==> config.mk <==
export PLATFORM = sky130hd
export DESIGN_NAME = arb_requester
export DESIGN_NICKNAME = d
export VERILOG_FILES = /design/src/rtl/arb_requester.sv
export SDC_FILE = /design/constraint.sdc
export NUM_CORES = 1
export LEC_CHECK = 0
export BUFFER_PORTS_ARGS = -buffer_cell sky130_fd_sc_hd__buf_2
export CAP_MARGIN = 20
export CORE_MARGIN = 2
export CORE_UTILIZATION = 60
export CTS_BUF_LIST = sky130_fd_sc_hd__clkbuf_16
export DETAILED_ROUTE_END_ITERATION = 6
export HOLD_SLACK_MARGIN = 0.12
export PLACE_DENSITY = 0.83
export SKIP_CTS_REPAIR_TIMING = 1
export SYNTH_ARGS = -nofsm -noshare
export SYNTH_HDL_FRONTEND = slang
export SYNTH_SLANG_ARGS = --single-unit
==> constraint.sdc <==
create_clock -name clock -period 4.3 [get_ports clock]
set_clock_uncertainty 0.1 [all_clocks]
set_input_delay 0.43 -clock clock [delete_from_list [all_inputs] [get_ports clock]]
set_output_delay 0.43 -clock clock [all_outputs]
set_load 0.05 [all_outputs]
==> src/rtl/arb_requester.sv <==
// ============================================================================
// arb_requester : client agent for the two-port registered-grant arbiter
// Revision      : 1.0
// ============================================================================
`default_nettype none

module arb_requester #(
  parameter int LEN_W   = 4,
  parameter int TIMEOUT = 15,
  parameter int TO_W    = 4
) (
  input  logic             clock,
  input  logic             reset_n,
  input  logic             cmd_valid,
  input  logic [LEN_W-1:0] cmd_len,
  output logic             cmd_ready,
  output logic             req,
  input  logic             gnt,
  output logic             xfer_en,
  output logic             xfer_last,
  output logic             done,
  output logic             timeout_err,
  output logic             lost_err,
  output logic             busy
);

  typedef enum logic [1:0] {
    IDLE = 2'd0,
    REQ  = 2'd1,
    OWN  = 2'd2,
    REL  = 2'd3
  } state_t;

  localparam logic [TO_W-1:0]  WAIT_MAX = TO_W'(TIMEOUT - 1);
  localparam logic [LEN_W-1:0] ONE_BEAT = LEN_W'(1);
  localparam logic [LEN_W-1:0] TWO_BEAT = LEN_W'(2);

  state_t           state;
  logic [LEN_W-1:0] beats;
  logic [TO_W-1:0]  wait_cnt;
  logic             completed;  // remembers a clean finish so REL knows whether to pulse done

  assign cmd_ready = (state == IDLE);
  assign busy      = (state != IDLE);

  always_ff @(posedge clock or negedge reset_n) begin
    if (!reset_n) begin
      state       <= IDLE;
      beats       <= '0;
      wait_cnt    <= '0;
      completed   <= 1'b0;
      req         <= 1'b0;
      xfer_en     <= 1'b0;
      xfer_last   <= 1'b0;
      done        <= 1'b0;
      timeout_err <= 1'b0;
      lost_err    <= 1'b0;
    end else begin
      done        <= 1'b0;
      timeout_err <= 1'b0;
      lost_err    <= 1'b0;
      case (state)
        IDLE: begin
          if (cmd_valid) begin
            beats     <= cmd_len;
            completed <= 1'b0;
            if (cmd_len == '0) begin
              done <= 1'b1;
            end else begin
              state    <= REQ;
              req      <= 1'b1;
              wait_cnt <= '0;
            end
          end
        end
        REQ: begin
          // A grant on the timeout edge takes priority over the abort.
          if (gnt) begin
            state     <= OWN;
            xfer_en   <= 1'b1;
            xfer_last <= (beats == ONE_BEAT);
          end else if (wait_cnt == WAIT_MAX) begin
            state       <= REL;
            req         <= 1'b0;
            timeout_err <= 1'b1;
          end else begin
            wait_cnt <= wait_cnt + TO_W'(1);
          end
        end
        OWN: begin
          if (xfer_en) begin
            if (!gnt) begin
              state     <= REL;
              req       <= 1'b0;
              xfer_en   <= 1'b0;
              xfer_last <= 1'b0;
              lost_err  <= 1'b1;
            end else if (beats == ONE_BEAT) begin
              state     <= REL;
              req       <= 1'b0;
              xfer_en   <= 1'b0;
              xfer_last <= 1'b0;
              completed <= 1'b1;
            end else begin
              beats     <= beats - ONE_BEAT;
              xfer_last <= (beats == TWO_BEAT);
            end
          end
        end
        REL: begin
          if (!gnt) begin
            state     <= IDLE;
            done      <= completed;
            completed <= 1'b0;
          end
        end
        default: state <= IDLE;
      endcase
    end
  end

endmodule

`default_nettype wire

-- Word level (Yosys, flattened, before mapping)
Cells that the tools add are included.
- $add $sub $neg: 2
- multipliers: 0
- div/mod/pow operators: 0
- $lt $le $gt $ge: 0
- equal/unequal tests: 19
- shift-type cells: 0
- muxes and demuxes: 53
- bitwise logic cells: 0
- reductions and logical operators: 15
- operator list (operator ; count):
    4-bit two-way mux ; 8
    1-bit two-way mux ; 29
    2-bit != test (second input constant) ; 11
    2-bit two-way mux ; 8
    4-bit case mux with 2 select lines ; 2
    6-bit AND reduction ; 2
    5-bit AND reduction ; 2
    2-bit case mux with 4 select lines ; 1
    2-bit nonzero test ; 4
    7-bit AND reduction ; 1
    3-bit != test (second input constant) ; 2
    1-bit case mux with 2 select lines ; 3
    1-bit case mux with 3 select lines ; 2
    3-bit nonzero test ; 2
    4-bit by 1-bit adder with 4-bit output (second input constant) ; 1
    2-bit equality test (second input constant) ; 2
    4-bit by 1-bit equality test with 1-bit output (second input constant) ; 1
    4-bit by 2-bit equality test with 1-bit output (second input constant) ; 1
    4-bit equality test (second input constant) ; 1
    4-bit logical NOT ; 1
    4-bit by 1-bit subtractor with 4-bit output (second input constant) ; 1
    3-bit AND reduction ; 1
    2-bit by 1-bit equality test with 1-bit output (second input constant) ; 1
    2-bit logical NOT ; 1
    2-bit AND reduction ; 1
- flip-flop bits (word level): 17
- bits in latches: 0
- bits in writable memories: 0
- ROM bits: 0
- input port bits: 8
- output and inout port bits: 8
- logic and storage cells: 99
- memories: 0

-- Logic depth before layout (Yosys ltp)
- word-level depth: 5
- gate-level depth with buffers: 7
- gate-level depth less buffers: 6

-- Least setup slack after synthesis
No wires, ideal clock.
- kind: reg2reg
- start point: reg state[0]
- end point: reg wait_cnt[3]
- library setup time: 0.120 ns
- arrival time: 1.927 ns
- data required time: 4.080 ns
- setup slack: 2.154 ns
- cell stages (with the launch flop): 8
- path buffers: 1
- period minus slack after synthesis: 2.146 ns
- path through: dfrtp_1 > inv_1 > ha_1 > buf_6 > nor2_1 > a2111oi_4 > mux2i_1 > nand2_1
- cells in the longest elaborated chain, start to end: 3
- RTL lines (what ; line ; source):
    from (decl) ; 38 ; state_t state;
    from (signal assigned) ; 48 ; state <= IDLE;
    from (signal assigned) ; 70 ; state <= REQ;
    from (signal assigned) ; 79 ; state <= OWN;
    2-bit logical NOT (*) ; -- ;
    via cmd_ready ; 16 ; output logic cmd_ready,
    2-bit != test (no line) or 2-bit nonzero test (tied branches) ; -- ;
    5-bit AND reduction (no line) ; -- ;
    to (signal assigned) ; 87 ; wait_cnt <= wait_cnt + TO_W'(1);
    to (decl) ; 40 ; logic [TO_W-1:0] wait_cnt;
The timed path passes the listed nets; every way through them passes the cells marked *.
A chain may end at the register's enable or synchronous reset.

-- Worst setup path in the final report
- start point: reg state[0]
- end point: reg beats[2]
- cells in the longest elaborated chain, start to end: 3
- RTL lines (what ; line ; source):
    2-bit equality test or 2-bit logical NOT (tied branches) ; 62 ; case (state)
    2-bit != test (no line) or 2-bit nonzero test (tied branches) ; -- ;
    5-bit AND reduction (no line) ; -- ;
    to (signal assigned) ; 65 ; beats <= cmd_len;
    to (signal assigned) ; 105 ; beats <= beats - ONE_BEAT;
    to (decl) ; 39 ; logic [LEN_W-1:0] beats;
Several ways; a longest one is shown, not always the timed one.

==> out/metrics.cfg <==
[logic_synthesis]
ys_seq_area_frac = 0.363
yosysWarnings = 0
synth_edf_count = 0
synthDominantCellAreaShare = 0.363
synth.ff_latch_count = 17
syn-num-nets = 142
yosysTopAreaCell = dfrtp_1
synthArstFlopShare = 1.00
synth_top_flop_cell = dfrtp_1
synth_cells = 125
syn_area_um2 = 1170
synthDistinctLibCells = 40
synth_area_per_cell_um2 = 9.38
synth_area_leaders = dfrtp_1 36%, ha_1 9.6%, nand2_1 4.8%, nor2_1 3.2%, nand3_1 3.0%

[final_layout]
multi_input_area_um2 = 681
nets = 158
antenna_cells = 0
final-seq-area_um2 = 425
fillers = 124
layout_commonest_cell = dfrtp_1
final_cells = 165
syn_to_final_growth_pct = 14.0
design_area_um2 = 1340
layout-drive-gt1-share = 0.171
final_cell_mix = 17 x dfrtp_1, 15 x nand2_1, 15 x buf_2

[detailed_routing]
drc = 0
vias = 1012
drtAntennaViolNets = 0
initialDrtViolationCount = 28
post_drt_wl_per_cell_um = 14.3
first_pass_iters = 5
drt-total-wl_um = 2360
avgViaCountPerCell = 6.13

[setup_path]
r2r_end = beats[2]
rr_worst_depth = 6
reg2reg_setup_slack_ps = 2110
worstReg2RegStart = state[0]
critPathSlowestCell = ha_1
cp-start-kind = flop
cp.arrival_ps = 2220
worstPathCellList = inv_1, ha_1, nor2_1, a211o_1, a22o_1, a21o_1
endpoint_kind = flop
crit_fanout = 20
crit_required_ps = 4330
max_stage_delay_ps = 590
path_class = reg -> reg
setup.worst_path.start = state[0]

[grt]
grt_max_degree = 21
grt_usage = 0.238
antenna_found_initial = 0
grt_pass1_vias = 940
grt_pass1_wl_um = 3860
grt_remaining_overflow = 0

[sta]
min_period_ps = 2190
tightest_slew_ps = 642
rsz0062_at_grt = false
fmax_mhz = 457
min_period_over_period = 0.509
maxSlewHeadroom = 0.572
setup_violations = 0
fin_tns_setup_ps = 0
hold_viol_final = 0
holdWs_ps = 355
slew_viol_final = 0

[clock_network]
clk_latency_ps = 250
clock-sinks = 17
h-tree-depth = 1
cts_tree = done
cts_root_buf = clkbuf_16
clk_pin_slew_worst_paths_ps = 50
cts_buffer_depth = 2
numCtsBuffers = 3

[floorplanning]
design.core.area_um2 = 1780
initial_core_util = 0.658
die_h_um = 48.2
dieArea_um2 = 2320
die_w_um = 48.2
rows = 15
top_level_ports = 16

[placement]
io_buffer_count = 15
dp.final_hpwl_um = 1680
gp_congestion = 0.858
dpl.cell_count = 160
place_area_um2 = 1250

[power]
p_leak_uw = 0.000639
ir_drop_mv = 0.524
power.density_nw_per_um2 = 803

[min_path]
min_from = cmd_len[3]
whs_path_depth = 3
min_path_type = in -> reg
worstHoldEndpoint = beats[3]

[run]
drv_cap = 0

[run_status]
status = finished, final reports clean

## flip-flops by register name, summed over array words and instances (netlist names)
register	cells
timeout_err	1
wait_cnt	4
state	2
xfer_last	1
xfer_en	1
completed	1
lost_err	1
beats	4
req	1
done	1
## area by class of cell
cell class / instances / area share
multi-input cells: 94 / 0.509
clock inverters: 1 / 0.00375
repair buffers: 16 / 0.0637
clock buffers: 3 / 0.0562
well taps: 25 / 0.0234
flip-flops and latches: 17 / 0.318
inverters: 9 / 0.0253
## how the worst max path moves through the flow
stage,cells after the start,slack (ps),endpoint
6_report,6,2110,beats[2]
5_1_grt,6,1960,beats[2]
4_1_cts,6,2140,beats[2]
3_5_place_dp,6,2180,beats[2]
3_3_place_gp,6,2240,beats[2]
2_1_floorplan,7,2150,wait_cnt[3]
## critical path: cells and delay by family (launching register included)
family | cells | cell delay (ps)
AO/OA/AOI/OAI | 3 | 740
adder cells (fa/ha/maj) | 1 | 590
buffers and inverters | 1 | 130
flip-flops | 1 | 410
AND/OR/NAND/NOR | 1 | 100
## cells by family (layout without fill, tap and decap cells)
family | after synthesis | in the layout | synth area share
AND/OR/NAND/NOR | 58 | 58 | 0.269
buffers and inverters | 14 | 29 | 0.0566
AO/OA/AOI/OAI | 22 | 22 | 0.171
flip-flops | 17 | 17 | 0.363
multiplexers | 5 | 5 | 0.0448
adder cells (fa/ha/maj) | 9 | 9 | 0.0961
## synth_stat cells (2+ instances only)
| library cell | number |
|---|---|
| a21o_1 | 2 |
| a21oi_1 | 2 |
| a22o_1 | 3 |
| a32oi_1 | 3 |
| and2_1 | 2 |
| buf_2 | 2 |
| dfrtp_1 | 17 |
| ha_1 | 9 |
| inv_1 | 9 |
| mux2i_1 | 3 |
| nand2_1 | 15 |
| nand2b_1 | 3 |
| nand3_1 | 7 |
| nand3b_1 | 2 |
| nand4_1 | 2 |
| nand4b_1 | 4 |
| nor2_1 | 10 |
| nor2b_1 | 4 |
| nor3_1 | 2 |
| nor4b_1 | 2 |
| o21ai_0 | 3 |
## power breakdown
part           leakage [uW]  internal, uW  switching, uW
logic              0.000378           228            364
clock network     0.0000409           124           61.5
registers          0.000220           222           72.6
## layer usage
| metal | up-vias | share of wire | track usage | wire (um) |
|---|---|---|---|---|
| met2 | 42 | 0.48 | 0.379 | 1130 |
| met4 | 0 | 0.015 | 0.124 | 35 |
| met1 | 481 | 0.45 | 0.313 | 1060 |
| met3 | 6 | 0.056 | 0.0333 | 132 |
| li1 | 483 | - | - | - |
| met5 | - | 0 | 0 | 0 |
## per-stage QoR
stage / worst slack (ps) / utilization / total power (uW)
final: 2110 / 0.749 / 1070
after CTS: 2140 / 0.744 / 1070
after floorplan: 2150 / - / 773
after detailed placement: 2180 / 0.699 / 877
after global routing: 1960 / 0.749 / 1150
after global placement: 2240 / 0.699 / 860
Note: power is estimated with default switching activity, not from simulation.
